==> src/rtl/eth10_pkg.sv <==
// Shared types and constants for the 10BASE-T receive front end.
package eth10_pkg;

  typedef enum logic [1:0] {
    IDLE  = 2'd0,
    HUNT  = 2'd1,
    DATA  = 2'd2,
    DRAIN = 2'd3
  } rx_state_e;

  localparam logic [7:0] ETH_SFD = 8'hD5;
  localparam logic [7:0] ETH_PRE = 8'h55;

  // Below this many cycles since the last mid-bit edge, a transition is a glitch.
  function automatic int glitch_thr(input int spb);
    return spb / 4;
  endfunction

  // At or above this many cycles, a transition is accepted as a mid-bit edge.
  function automatic int mid_thr(input int spb);
    return (3 * spb) / 4;
  endfunction

  // Quiet time that ends the carrier.
  function automatic int loss_thr(input int spb);
    return 2 * spb;
  endfunction

endpackage

==> src/rtl/eth10_manchester_dec.sv <==
// Manchester line decoder: input sync, level extraction, bit timing and
// transition classification. NLP_DET_EN adds the raw positive-level output.
module eth10_manchester_dec
  import eth10_pkg::*;
#(
  parameter int SPB = 8
) (
  input  logic clk,
  input  logic rst_n,
  input  logic rxp,
  input  logic rxn,
  input  logic idle,
  output logic bit_vld,
  output logic bit_val,
  output logic glitch,
  output logic carrier_lost
`ifdef NLP_DET_EN
  ,
  output logic line_pos
`endif
);

  localparam int CW = $clog2(2 * SPB + 1);
  localparam logic [CW-1:0] C_GLITCH = CW'(glitch_thr(SPB));
  localparam logic [CW-1:0] C_MID    = CW'(mid_thr(SPB));
  localparam logic [CW-1:0] C_LOSS   = CW'(loss_thr(SPB));
  localparam logic [CW-1:0] C_LAST   = CW'(loss_thr(SPB) - 1);

  logic [1:0]    p_sync_q, n_sync_q;
  logic          lvl_q, lvl_d;
  logic [CW-1:0] cnt_q, cnt_d;
  logic          p_s, n_s, trans;

  always_comb begin
    p_s   = p_sync_q[1];
    n_s   = n_sync_q[1];
    lvl_d = lvl_q;
    if (p_s && !n_s) begin
      lvl_d = 1'b1;
    end else if (!p_s && n_s) begin
      lvl_d = 1'b0;
    end
    trans   = (lvl_d != lvl_q);
    // In IDLE there is no bit timing yet, so any edge seeds it.
    bit_vld = trans && (idle || (cnt_q >= C_MID));
    bit_val = lvl_d;
    glitch  = trans && !idle && (cnt_q < C_GLITCH);
    cnt_d   = cnt_q;
    if (bit_vld) begin
      cnt_d = '0;
    end else if (cnt_q != C_LOSS) begin
      cnt_d = cnt_q + 1'b1;
    end
    // Single-cycle event on the cycle cnt arrives at the loss threshold.
    carrier_lost = !bit_vld && (cnt_q == C_LAST);
  end

`ifdef NLP_DET_EN
  assign line_pos = p_s && !n_s;
`endif

  always_ff @(posedge clk or negedge rst_n) begin
    if (!rst_n) begin
      p_sync_q <= '0;
      n_sync_q <= '0;
      lvl_q    <= 1'b0;
      cnt_q    <= '0;
    end else begin
      p_sync_q <= {p_sync_q[0], rxp};
      n_sync_q <= {n_sync_q[0], rxn};
      lvl_q    <= lvl_d;
      cnt_q    <= cnt_d;
    end
  end

endmodule

==> src/rtl/eth10base_t_rx.sv <==
// 10BASE-T receive front end: preamble/SFD hunt and LSB-first byte assembly.
// Define NLP_DET_EN to enable normal-link-pulse detection and the link timer.
module eth10base_t_rx
  import eth10_pkg::*;
#(
  parameter int SPB      = 8,
  parameter int LINK_MAX = 1920000
) (
  input  logic       clk,
  input  logic       rst_n,
  input  logic       Rxp,
  input  logic       Rxn,
  output logic [7:0] RxData,
  output logic       RxValid,
  output logic       RxSof,
  output logic       RxEof,
  output logic       RxErr,
  output logic       Crs,
  output logic       LinkOk
);

  if ((SPB < 8) || (SPB % 2 != 0) || (LINK_MAX < 1)) begin : g_bad_param
    $error("eth10base_t_rx: SPB must be even and >= 8, LINK_MAX >= 1");
  end

  rx_state_e  state_q, state_d;
  logic [2:0] bitcnt_q, bitcnt_d;
  logic [7:0] shift_q, shift_d, data_q, data_d, shift_in;
  logic [3:0] hist_q, hist_d, hist_in;
  logic       first_q, first_d, valid_q, valid_d, sof_q, sof_d;
  logic       eof_q, eof_d, err_q, err_d, crs_q, crs_d;
  logic       bit_vld, bit_val, glitch, carrier_lost, link_ok;
`ifdef NLP_DET_EN
  logic       line_pos;
`endif

  eth10_manchester_dec #(.SPB(SPB)) u_dec (
    .clk          (clk),
    .rst_n        (rst_n),
    .rxp          (Rxp),
    .rxn          (Rxn),
    .idle         (state_q == IDLE),
`ifdef NLP_DET_EN
    .line_pos     (line_pos),
`endif
    .bit_vld      (bit_vld),
    .bit_val      (bit_val),
    .glitch       (glitch),
    .carrier_lost (carrier_lost)
  );

  always_comb begin
    state_d  = state_q;
    bitcnt_d = bitcnt_q;
    shift_d  = shift_q;
    data_d   = data_q;
    hist_d   = hist_q;
    first_d  = first_q;
    crs_d    = crs_q;
    valid_d  = 1'b0;
    sof_d    = 1'b0;
    eof_d    = 1'b0;
    err_d    = 1'b0;
    shift_in = {bit_val, shift_q[7:1]};
    hist_in  = {bit_val, hist_q[3:1]};
    unique case (state_q)
      IDLE: begin
        if (bit_vld && link_ok) begin
          crs_d   = 1'b1;
          hist_d  = {bit_val, 3'b000};
          state_d = HUNT;
        end
      end
      HUNT: begin
        if (carrier_lost) begin
          crs_d   = 1'b0;
          state_d = IDLE;
        end else if (bit_vld) begin
          hist_d = hist_in;
          // History fills MSB-first in time, so it lines up with the SFD's top nibble.
          if (hist_in == ETH_SFD[7:4]) begin
            bitcnt_d = '0;
            first_d  = 1'b1;
            state_d  = DATA;
          end
        end
      end
      DATA: begin
        if (glitch) begin
          eof_d   = 1'b1;
          err_d   = 1'b1;
          state_d = DRAIN;
        end else if (carrier_lost) begin
          eof_d   = 1'b1;
          err_d   = (bitcnt_q != 3'd0);
          crs_d   = 1'b0;
          state_d = IDLE;
        end else if (bit_vld) begin
          shift_d  = shift_in;
          bitcnt_d = bitcnt_q + 3'd1;
          if (bitcnt_q == 3'd7) begin
            data_d  = shift_in;
            valid_d = 1'b1;
            sof_d   = first_q;
            first_d = 1'b0;
          end
        end
      end
      DRAIN: begin
        if (carrier_lost) begin
          crs_d   = 1'b0;
          state_d = IDLE;
        end
      end
      default: state_d = IDLE;
    endcase
  end

  always_ff @(posedge clk or negedge rst_n) begin
    if (!rst_n) begin
      state_q  <= IDLE;
      bitcnt_q <= '0;
      shift_q  <= '0;
      data_q   <= '0;
      hist_q   <= '0;
      first_q  <= 1'b0;
      valid_q  <= 1'b0;
      sof_q    <= 1'b0;
      eof_q    <= 1'b0;
      err_q    <= 1'b0;
      crs_q    <= 1'b0;
    end else begin
      state_q  <= state_d;
      bitcnt_q <= bitcnt_d;
      shift_q  <= shift_d;
      data_q   <= data_d;
      hist_q   <= hist_d;
      first_q  <= first_d;
      valid_q  <= valid_d;
      sof_q    <= sof_d;
      eof_q    <= eof_d;
      err_q    <= err_d;
      crs_q    <= crs_d;
    end
  end

`ifdef NLP_DET_EN
  localparam int PW_W = $clog2(2 * SPB + 2);
  localparam int LT_W = $clog2(LINK_MAX + 1);

  logic [PW_W-1:0] pw_q, pw_d;
  logic [LT_W-1:0] ltmr_q, ltmr_d;
  logic            link_q, link_d, nlp_seen;

  always_comb begin
    pw_d     = pw_q;
    nlp_seen = 1'b0;
    ltmr_d   = ltmr_q;
    link_d   = link_q;
    if (line_pos) begin
      if (pw_q != PW_W'(2 * SPB + 1)) begin
        pw_d = pw_q + 1'b1;
      end
    end else begin
      pw_d     = '0;
      nlp_seen = (state_q == IDLE) && (pw_q >= PW_W'(SPB / 2)) && (pw_q <= PW_W'(2 * SPB));
    end
    // Timer parks at its last value once the link is declared down.
    if (nlp_seen || eof_d) begin
      ltmr_d = '0;
      link_d = 1'b1;
    end else if (ltmr_q == LT_W'(LINK_MAX - 1)) begin
      link_d = 1'b0;
    end else begin
      ltmr_d = ltmr_q + 1'b1;
    end
  end

  always_ff @(posedge clk or negedge rst_n) begin
    if (!rst_n) begin
      pw_q   <= '0;
      ltmr_q <= '0;
      link_q <= 1'b0;
    end else begin
      pw_q   <= pw_d;
      ltmr_q <= ltmr_d;
      link_q <= link_d;
    end
  end

  assign link_ok = link_q;
`else
  assign link_ok = 1'b1;
`endif

  assign RxData  = data_q;
  assign RxValid = valid_q;
  assign RxSof   = sof_q;
  assign RxEof   = eof_q;
  assign RxErr   = err_q;
  assign Crs     = crs_q;
  assign LinkOk  = link_ok;

endmodule

==> config.mk <==
export PLATFORM = sky130hd
export DESIGN_NAME = eth10base_t_rx
export DESIGN_NICKNAME = d
export VERILOG_FILES = /design/src/rtl/eth10_pkg.sv /design/src/rtl/eth10_manchester_dec.sv /design/src/rtl/eth10base_t_rx.sv
export SDC_FILE = /design/constraint.sdc
export NUM_CORES = 1
export LEC_CHECK = 0
export CORE_ASPECT_RATIO = 1.1
export CORE_MARGIN = 1.5
export CORE_UTILIZATION = 59
export DETAILED_ROUTE_END_ITERATION = 8
export PLACE_DENSITY = 0.83
export SYNTH_ARGS = -nofsm -noshare
export SYNTH_HDL_FRONTEND = slang
export SYNTH_SLANG_ARGS = --single-unit
==> constraint.sdc <==
create_clock -name clk -period 4.9 [get_ports clk]
set_clock_uncertainty 0.1 [all_clocks]
set_input_delay 0.735 -clock clk [delete_from_list [all_inputs] [get_ports clk]]
set_output_delay 0.735 -clock clk [all_outputs]
set_load 0.005 [all_outputs]
==> results of run 1 <==
==> power breakdown <==
group	internal [uW]	leakage (uW)	switching, uW	total (uW)
sequential	381	0.000502	63.9	445
clock	123	0.0000489	107	230
combinational	117	0.000433	111	229
total	622	0.000984	282	904
==> cell type report <==
type | count | area, sq um
flip-flops and latches | 39 | 976
clock inverters | 2 | 38.8
multi-input cells | 82 | 678
repair buffers | 16 | 155
well taps | 33 | 41.3
fillers | 205 | 803
inverters | 9 | 33.8
clock buffers | 6 | 51.3
==> worst max-delay path, delay by kind of cell, from the launching register on <==
family / cells / cell delay [ns]
simple gates: 2 / 0.67
compound gates: 1 / 0.37
flops: 1 / 0.53
mux: 1 / 0.38
==> per-layer routing <==
metal | wire (um) | vias to the layer above
li1 | - | 494
met1 | 1240 | 536
met2 | 1350 | 23
met3 | 90 | 6
met4 | 48 | 0
met5 | 0 | -
==> flip-flops by register name, summed over array words and instances, names as in the netlist, 2 cells and up <==
register        cells
bitcnt_q            3
state_q             2
hist_q              3
u_dec.cnt_q         5
u_dec.n_sync_q      2
RxData              8
shift_q             7
u_dec.p_sync_q      2
==> logic make-up (layout without fill, tap and decap cells) <==
| kind of cell | count (synthesis) | count (layout) | share of synthesized area [%] |
|---|---|---|---|
| flops | 39 | 39 | 56.9 |
| compound gates | 19 | 19 | 8.10 |
| xor+xnor | 3 | 3 | 1.53 |
| simple gates | 32 | 32 | 11.4 |
| fa+ha+maj | 8 | 8 | 5.69 |
| mux | 19 | 19 | 12.6 |
| other cells | 1 | 1 | 0.219 |
| buf+inv | 13 | 33 | 3.57 |
==> metrics by stage <==
step	std cells	worst slack, ns	hold WS (ns)	area [sq um]	total power, uW
2_1_floorplan	134	2.96	0.231	1720	621
3_3_place_gp	179	2.86	0.233	1880	659
3_5_place_dp	179	2.78	0.236	1880	680
4_1_cts	187	2.77	0.264	1970	911
5_1_grt	187	2.61	0.275	1970	963
6_report	187	2.74	0.265	1970	904
==> how the worst max path moves through the flow <==
stage,from,endpoint,slack [ns],cells past startpoint
floorplan,u_dec.cnt_q[0],shift_q[1],2.96,7
global placement,u_dec.cnt_q[0],bitcnt_q[0],2.86,7
detailed placement,state_q[0],hist_q[3],2.78,4
CTS,state_q[0],hist_q[3],2.77,4
global route,state_q[0],hist_q[3],2.61,4
finish,state_q[0],hist_q[3],2.74,4
==> Yosys cell counts <==
library cell / n / share of area [%]
and3_1: 1 / 0.36
nand2_4: 1 / 0.66
nand2_1: 4 / 0.88
a22o_1: 4 / 2.0
or2_1: 1 / 0.36
xnor2_1: 2 / 1.0
buf_4: 3 / 1.3
o21ai_0: 4 / 1.2
and2_1: 3 / 1.1
o32a_1: 1 / 0.58
o21a_1: 2 / 0.88
mux2i_1: 1 / 0.58
o32a_2: 1 / 0.66
a21oi_1: 3 / 0.88
or2_0: 1 / 0.36
nor2b_1: 4 / 1.5
nor2b_4: 1 / 0.80
o22a_1: 1 / 0.51
ha_1: 7 / 5.1
o21bai_1: 1 / 0.44
o2111ai_1: 1 / 0.51
nor3b_1: 1 / 0.44
and3b_1: 1 / 0.51
nand3_1: 2 / 0.58
mux2_2: 17 / 11
xor2_1: 1 / 0.51
nand3_2: 1 / 0.58
buf_2: 1 / 0.29
and2b_1: 1 / 0.44
maj3_1: 1 / 0.58
and4b_1: 1 / 0.58
inv_1: 9 / 2.0
nor2_1: 8 / 1.8
nor4b_1: 1 / 0.51
mux2_4: 1 / 0.88
a21boi_0: 1 / 0.44
conb_1: 1 / 0.22
dfrtp_1: 39 / 57
==> summary.md, run 1 <==
The post-synthesis sequential element count was 39; the clock edge transition at the registers on the reported setup and hold paths was 0.13 ns. The first global-routing pass estimated 4650 um of wire. For this design, the CTS-stage hold fixing added 0 buffers. The data required time of the critical path is 5.04 ns, and the critical path data arrival time is 2.30 ns. Post-synthesis sequential area ratio: 56.9%. In this run the most critical hold path is launched from u_dec.n_sync_q[0].

The slowest stage of the critical path belongs to the cell dfrtp_1. CTS saw 39 sinks. The worst register-to-register path has a depth of 4. Traced cell by cell, the critical path runs through nor2_1 > o32a_2 > nor2b_1 > mux2_2.

The overall routing resource usage is 20.7%, and the final wirelength is 2720 um. The number of gates resized after CTS was 0. The maximum clock rate came out at 0.462 GHz. The later-pin clock latency in the skew report was 0.34 ns. The final estimated routing congestion in global placement was 0.829. The power density normalized to cell area is 458 mW/mm^2, and the post-CTS setup buffer count is 0. The tools report the type of origin of the critical path as a flip-flop. The number of global-route vias before repair is 1071.

The type of the tightest min-delay check is reg -> reg. The hold violation count in the final report is 0, and the deepest level of the CTS H-tree is 2. The die covers 0.00324 sq mm.

The floorplan has 20 rows. The synthesized netlist net count came out at 145. The flow ran to the end, and the final reports show no timing, DRC or antenna violations.

The worst register-to-register path begins at state_q[0]. The count of nets left with antenna violations after detail routing was 0; the number of antenna violations at the first check in global routing was 0. Once layout is complete, the utilization of the core stands at 71.1%.

The max-cap check violation count is 0, and the number of buffers created by CTS is 5. Summed over all failing endpoints, the final setup total negative slack is 0 ns. met2 is the most crowded layer.

Of the cells placed in the final design, the portion with a size suffix greater than 1 is 20.1%. Before antenna repair, the detailed router went through 5 iterations. IR analysis of the VDD net gives a maximum drop of 297 uV. TritonCTS built the clock tree. The post-synthesis instance area came out at 0.00172 sq mm. The most common cell after layout, fill and taps aside is dfrtp_1.

For this run, design rule violations remaining after detail routing come to 0. The repair_antennas step left the layout with diodes totalling 0. The number of cells produced by synthesis is 134, and the met1 track utilization from global routing is 25.3%. For this configuration, the core starts out at a cell density of 61.8%.

In the final routed layout, each cell accounts on average for 14.6 um. The detailed router finished its first iteration with 30 violations. Setup repair after global routing left no endpoint under its margin.

The logs give 33.4% for the met2 routing resource usage after global routing and 0 for the setup violation total in the final timing report. For this run, the post-layout net count is 164. The final route contains 1059 vias. The reg2reg setup slack is 2.74 ns, and the number of buffers inserted by port buffering is 16. For hold timing, the worst endpoint is u_dec.n_sync_q[1]. In this run the tightest slew margin relative to its limit is 44.5%. The HPWL after detailed placement was 1910 um; the top fanout value on the critical path was 14.

The critical path is of the reg -> reg type. Post-layout minimum cycle time: 2.16 ns. After floorplanning, the core was sized to cover 0.00278 sq mm. The maximum number of pins on one net before global-route repair is 40, and the mean number of vias per cell is 5.66. The average footprint of a synthesized cell is 12.8 sq um, and the worst hold path cell count is 0. Pin placement for this block handled 18 I/O pins. The vertical die dimension came out at 59.6 um. The tools report the library cell used as clock root buffer as clkbuf_4. The width of the chip came out at 54.4 um.

Cell leakage power: 0.000984 uW. The number of warnings issued by yosys is 0, and the number of max-slew violations in the final report is 0. For this run, the slowest stage of the critical path takes 0.53 ns.

For this run the aggregate overflow at the end of global routing stands at 0. The synthesis-to-finish area growth is 15.1%. The worst setup path is captured at a flip-flop. In this run the critical register-to-register path is captured at hist_q[3]. In the layout the commonest cells are 39 x dfrtp_1, 17 x mux2_2, 15 x clkdlybuf4s50_1. Counting distinct cell types in the post-synthesis netlist gives 38. No sink is reached through more buffers than the 2 on the longest clock path. Of the available clock period, the critical path in the final layout requires 44.1%. For this run, global-route usage on met3 was measured as 5.56%.

The actual transition at the worst max-transition pin was 0.821 ns.
No activity file was read; power rests on OpenSTA's default activity.
==> run 2: changes to the inputs <==
--- a/config.mk
+++ b/config.mk
@@ -7,9 +7,9 @@
 export LEC_CHECK = 0
 export CORE_ASPECT_RATIO = 1.1
 export CORE_MARGIN = 1.5
-export CORE_UTILIZATION = 59
+export CORE_UTILIZATION = 55
 export DETAILED_ROUTE_END_ITERATION = 8
-export PLACE_DENSITY = 0.83
+export PLACE_DENSITY = 0.78
 export SYNTH_ARGS = -nofsm -noshare
 export SYNTH_HDL_FRONTEND = slang
 export SYNTH_SLANG_ARGS = --single-unit
==> constraint.sdc (replaced) <==
create_clock -name clk -period 2.2 [get_ports clk]
set_clock_uncertainty 0.1 [all_clocks]
set_input_delay 0.33 -clock clk [delete_from_list [all_inputs] [get_ports clk]]
set_output_delay 0.33 -clock clk [all_outputs]
set_load 0.005 [all_outputs]
==> run 2 against run 1 <==
Die area is 6.9% higher; count of clock-buffer cells in the layout is 1 lower; design area is 0.57% higher; worst setup slack worse by 2.6 ns; non-clock buffer count is 5 higher; sequential power is 120% higher; critical path depth is 2 higher; via count is 0.47% higher; largest power group unchanged; flip-flop and latch count stayed put; hold slack worse by 0.0047 ns; highest routed layer unchanged; utilization is 5.4 points lower.
==> summary.md, run 2 (synthesized netlist as in run 1, its figures left out) <==
The flow ran to the end, and the final reports show no timing, DRC or antenna violations. Flip-flop count of the largest register, all copies and words added: 8 (unchanged). The final wirelength was 2760 um (was 2720 um). The most common cell after layout, fill and taps aside was dfrtp_1 (unchanged). The overall power is 1900 uW (was 904 uW). The sequential group share of total power was 51.3% (was 49.3%).

The vertical die dimension is 61.6 um (was 59.6 um). The HPWL after detailed placement is 2010 um (was 1910 um), and the number of buffers inserted by port buffering is 16 (unchanged). The later-pin clock latency in the skew report was 0.34 ns (about the same); the actual transition at the worst max-transition pin was 0.817 ns (was 0.821 ns). The tools report the starting density of the core as 56.8% (was 61.8%). The internal power of the cells was 1260 uW (was 622 uW).

Final estimated routing congestion in global placement: 0.782 (was 0.829). The deepest level of the CTS H-tree is 2 (unchanged), and the average wire per cell in the routed design is 14.3 um (was 14.6 um). Share of post-route cells with drive strength above 1: 22.6% (was 20.1%). The cell leakage power is 0.000986 uW (was 0.000984 uW). Type of origin of the critical path: a flip-flop (unchanged). The peak supply drop was 699 uV (was 297 uV); the clock edge transition at the registers on the reported setup and hold paths was 0.12 ns (was 0.13 ns). The logs give 18.9% (was 25.4%) for the power share of the clock group and 0 (unchanged) for the number of max-slew violations in the final report. The hold violation count in the final report is 0 (unchanged). Number of global-route vias before repair: 1055 (was 1071). The tools report the max-slew headroom at the worst pin as 45.5% (was 44.5%). The top fanout value on the critical path was 14 (unchanged). The critical path data arrival time was 2.24 ns (was 2.30 ns). Data required time of the critical path: 2.33 ns (was 5.04 ns). The run gives 0 (unchanged) as the max-cap check violation count. Element type at the critical path end: a flip-flop (unchanged). The maximum number of pins on one net before global-route repair was 40 (unchanged). The tools report the library cell used as clock root buffer as clkbuf_4 (unchanged).

Most frequent cells in the layout: 39 x dfrtp_1, 17 x mux2_2, 15 x clkdlybuf4s50_1 (unchanged). The overall routing resource usage was 18.5% (was 20.7%). The power share of the combinational group came out at 29.8% (was 25.3%). The proportion of total power due to net switching was 33.4% (was 31.2%). The mean number of vias per cell came out at 5.51 (was 5.66). The total length of routed met2 wires is 1410 um (was 1350 um). The setup violation total in the final timing report came out at 0 (unchanged). Highest layer used for signal routing: met4 (unchanged). The number of fillers in the final layout was 226 (was 205). For the count of inserted antenna diode cells, the log shows 0 (unchanged).

The number of optimization iterations in the first detailed-route pass is 4 (was 5). The run gives 0 (unchanged) as the number of antenna violations at the first check in global routing. The count of unresolved DRC violations after routing is 0 (unchanged). The final-stage net count is 169 (was 164). The post-layout minimum cycle time works out to 2.10 ns (was 2.16 ns). The synthesis-to-finish area growth is 15.8% (was 15.1%). The start point of the worst hold path was u_dec.p_sync_q[0] (was u_dec.n_sync_q[0]). The classification of the worst setup path was reg -> reg (unchanged).

The final critical-path share of the clock period came out at 95.7% (was 44.1%). The worst setup slack after placement came out at 0.0947 ns (was 2.78 ns). The final critical-path setup slack is 0.0956 ns (was 2.74 ns), and the top-level port count is 18 (unchanged). The overall die area came out at 0.00346 sq mm (was 0.00324 sq mm).

The number of buffers created by CTS was 5 (unchanged). The run gives 102 um (was 90 um) as the met3 layer wire length in the routed design. Setup repair after global routing left no endpoint under its margin. The count of nets left with antenna violations after detail routing is 0 (unchanged). The type of the tightest min-delay check was reg -> reg (unchanged). The remaining global-route overflow came out at 0 (unchanged). The placeable core region was 0.00302 sq mm (was 0.00278 sq mm).

Number of standard-cell rows in the floorplan: 21 (was 20). The post-CTS setup buffer count was 0 (unchanged). Sink count of the clock tree: 39 (unchanged). The width of the chip was 56.3 um (was 54.4 um); the number of vias after detailed routing was 1064 (was 1059). The met1 wire length was 1200 um (was 1240 um); the power density normalized to cell area was 955 mW/mm^2 (was 458 mW/mm^2).

TritonCTS built the clock tree. The maximum clock rate came out at 0.475 GHz (was 0.462 GHz). The first-iteration detailed-routing DRC count is 22 (was 30), and the buffer depth of the longest clock path is 2 (unchanged). The final core area utilization came out at 65.7% (was 71.1%). Origin of the critical flop-to-flop path: u_dec.cnt_q[0] (was state_q[0]). For the reported net switching power, the log shows 632 uW (was 282 uW). The tools report the first-pass GRT wire length as 4660 um (was 4650 um). The first element of the critical path was u_dec.cnt_q[0] (was state_q[0]). The summed negative setup slack over all endpoints came out at 0 ns (unchanged).
-- run 2: per-layer routing --
metal  vias up  GRT usage (%)
met2        21           31.3
met3         4           5.25
met1       528           21.6
li1        511              -
met4         0           10.5
met5         -              0
-- run 2: final timing paths --
path | end | slack, ns | cells past startpoint
hold / removal | u_dec.p_sync_q[1] | 0.26 | 0
setup reg to reg | RxData[4] | 0.1 | 6
max in group asynchronous | hist_q[2] | 0.98 | 2
setup / recovery | RxData[4] | 0.1 | 6
hold reg to reg | u_dec.p_sync_q[1] | 0.26 | 0
min in group asynchronous | u_dec.cnt_q[2] | 0.51 | 2
-- run 2: final cells by class --
| type | count | area, sq um | area share, % |
|---|---|---|---|
| repair buffers | 21 | 195 | 9.83 |
| multi-input cells | 82 | 681 | 34.3 |
| flip-flops and latches | 39 | 976 | 49.1 |
| inverters | 9 | 33.8 | 1.70 |
| clock buffers | 5 | 37.5 | 1.89 |
| clock inverters | 3 | 20.0 | 1.01 |
| well taps | 34 | 42.5 | 2.14 |
-- run 2: stage by stage --
stage / instances / hold WS, ns / area (sq um)
floorplan: 134 / -0.0656 / 1720
global placement: 184 / 0.231 / 1920
detailed placement: 184 / 0.235 / 1920
CTS: 193 / 0.262 / 1980
global route: 193 / 0.277 / 1990
finish: 193 / 0.260 / 1990
-- run 2: critical path: stages, from the launching register on --
cell	delay (ns)
dfrtp_1	0.39
inv_1	0.09
ha_1	0.20
o21a_1	0.16
o32a_2	0.44
nand3_2	0.24
mux2_2	0.37
-- run 2: what timing repair did --
item                                   4_1_cts  5_1_grt
setup endpoints to repair                    0        2
gates resized for setup                      0        1
endpoints found under the hold margin       39        0
hold buffers                                 1        0
-- run 2: power groups by stage --
| stage | sequential, uW | combinational (uW) | clock [uW] |
|---|---|---|---|
| after floorplan | 942 | 442 | 0 |
| after global placement | 969 | 531 | 0 |
| after detailed placement | 984 | 565 | 0 |
| after CTS | 970 | 569 | 371 |
| after global routing | 992 | 639 | 399 |
| final | 972 | 564 | 359 |
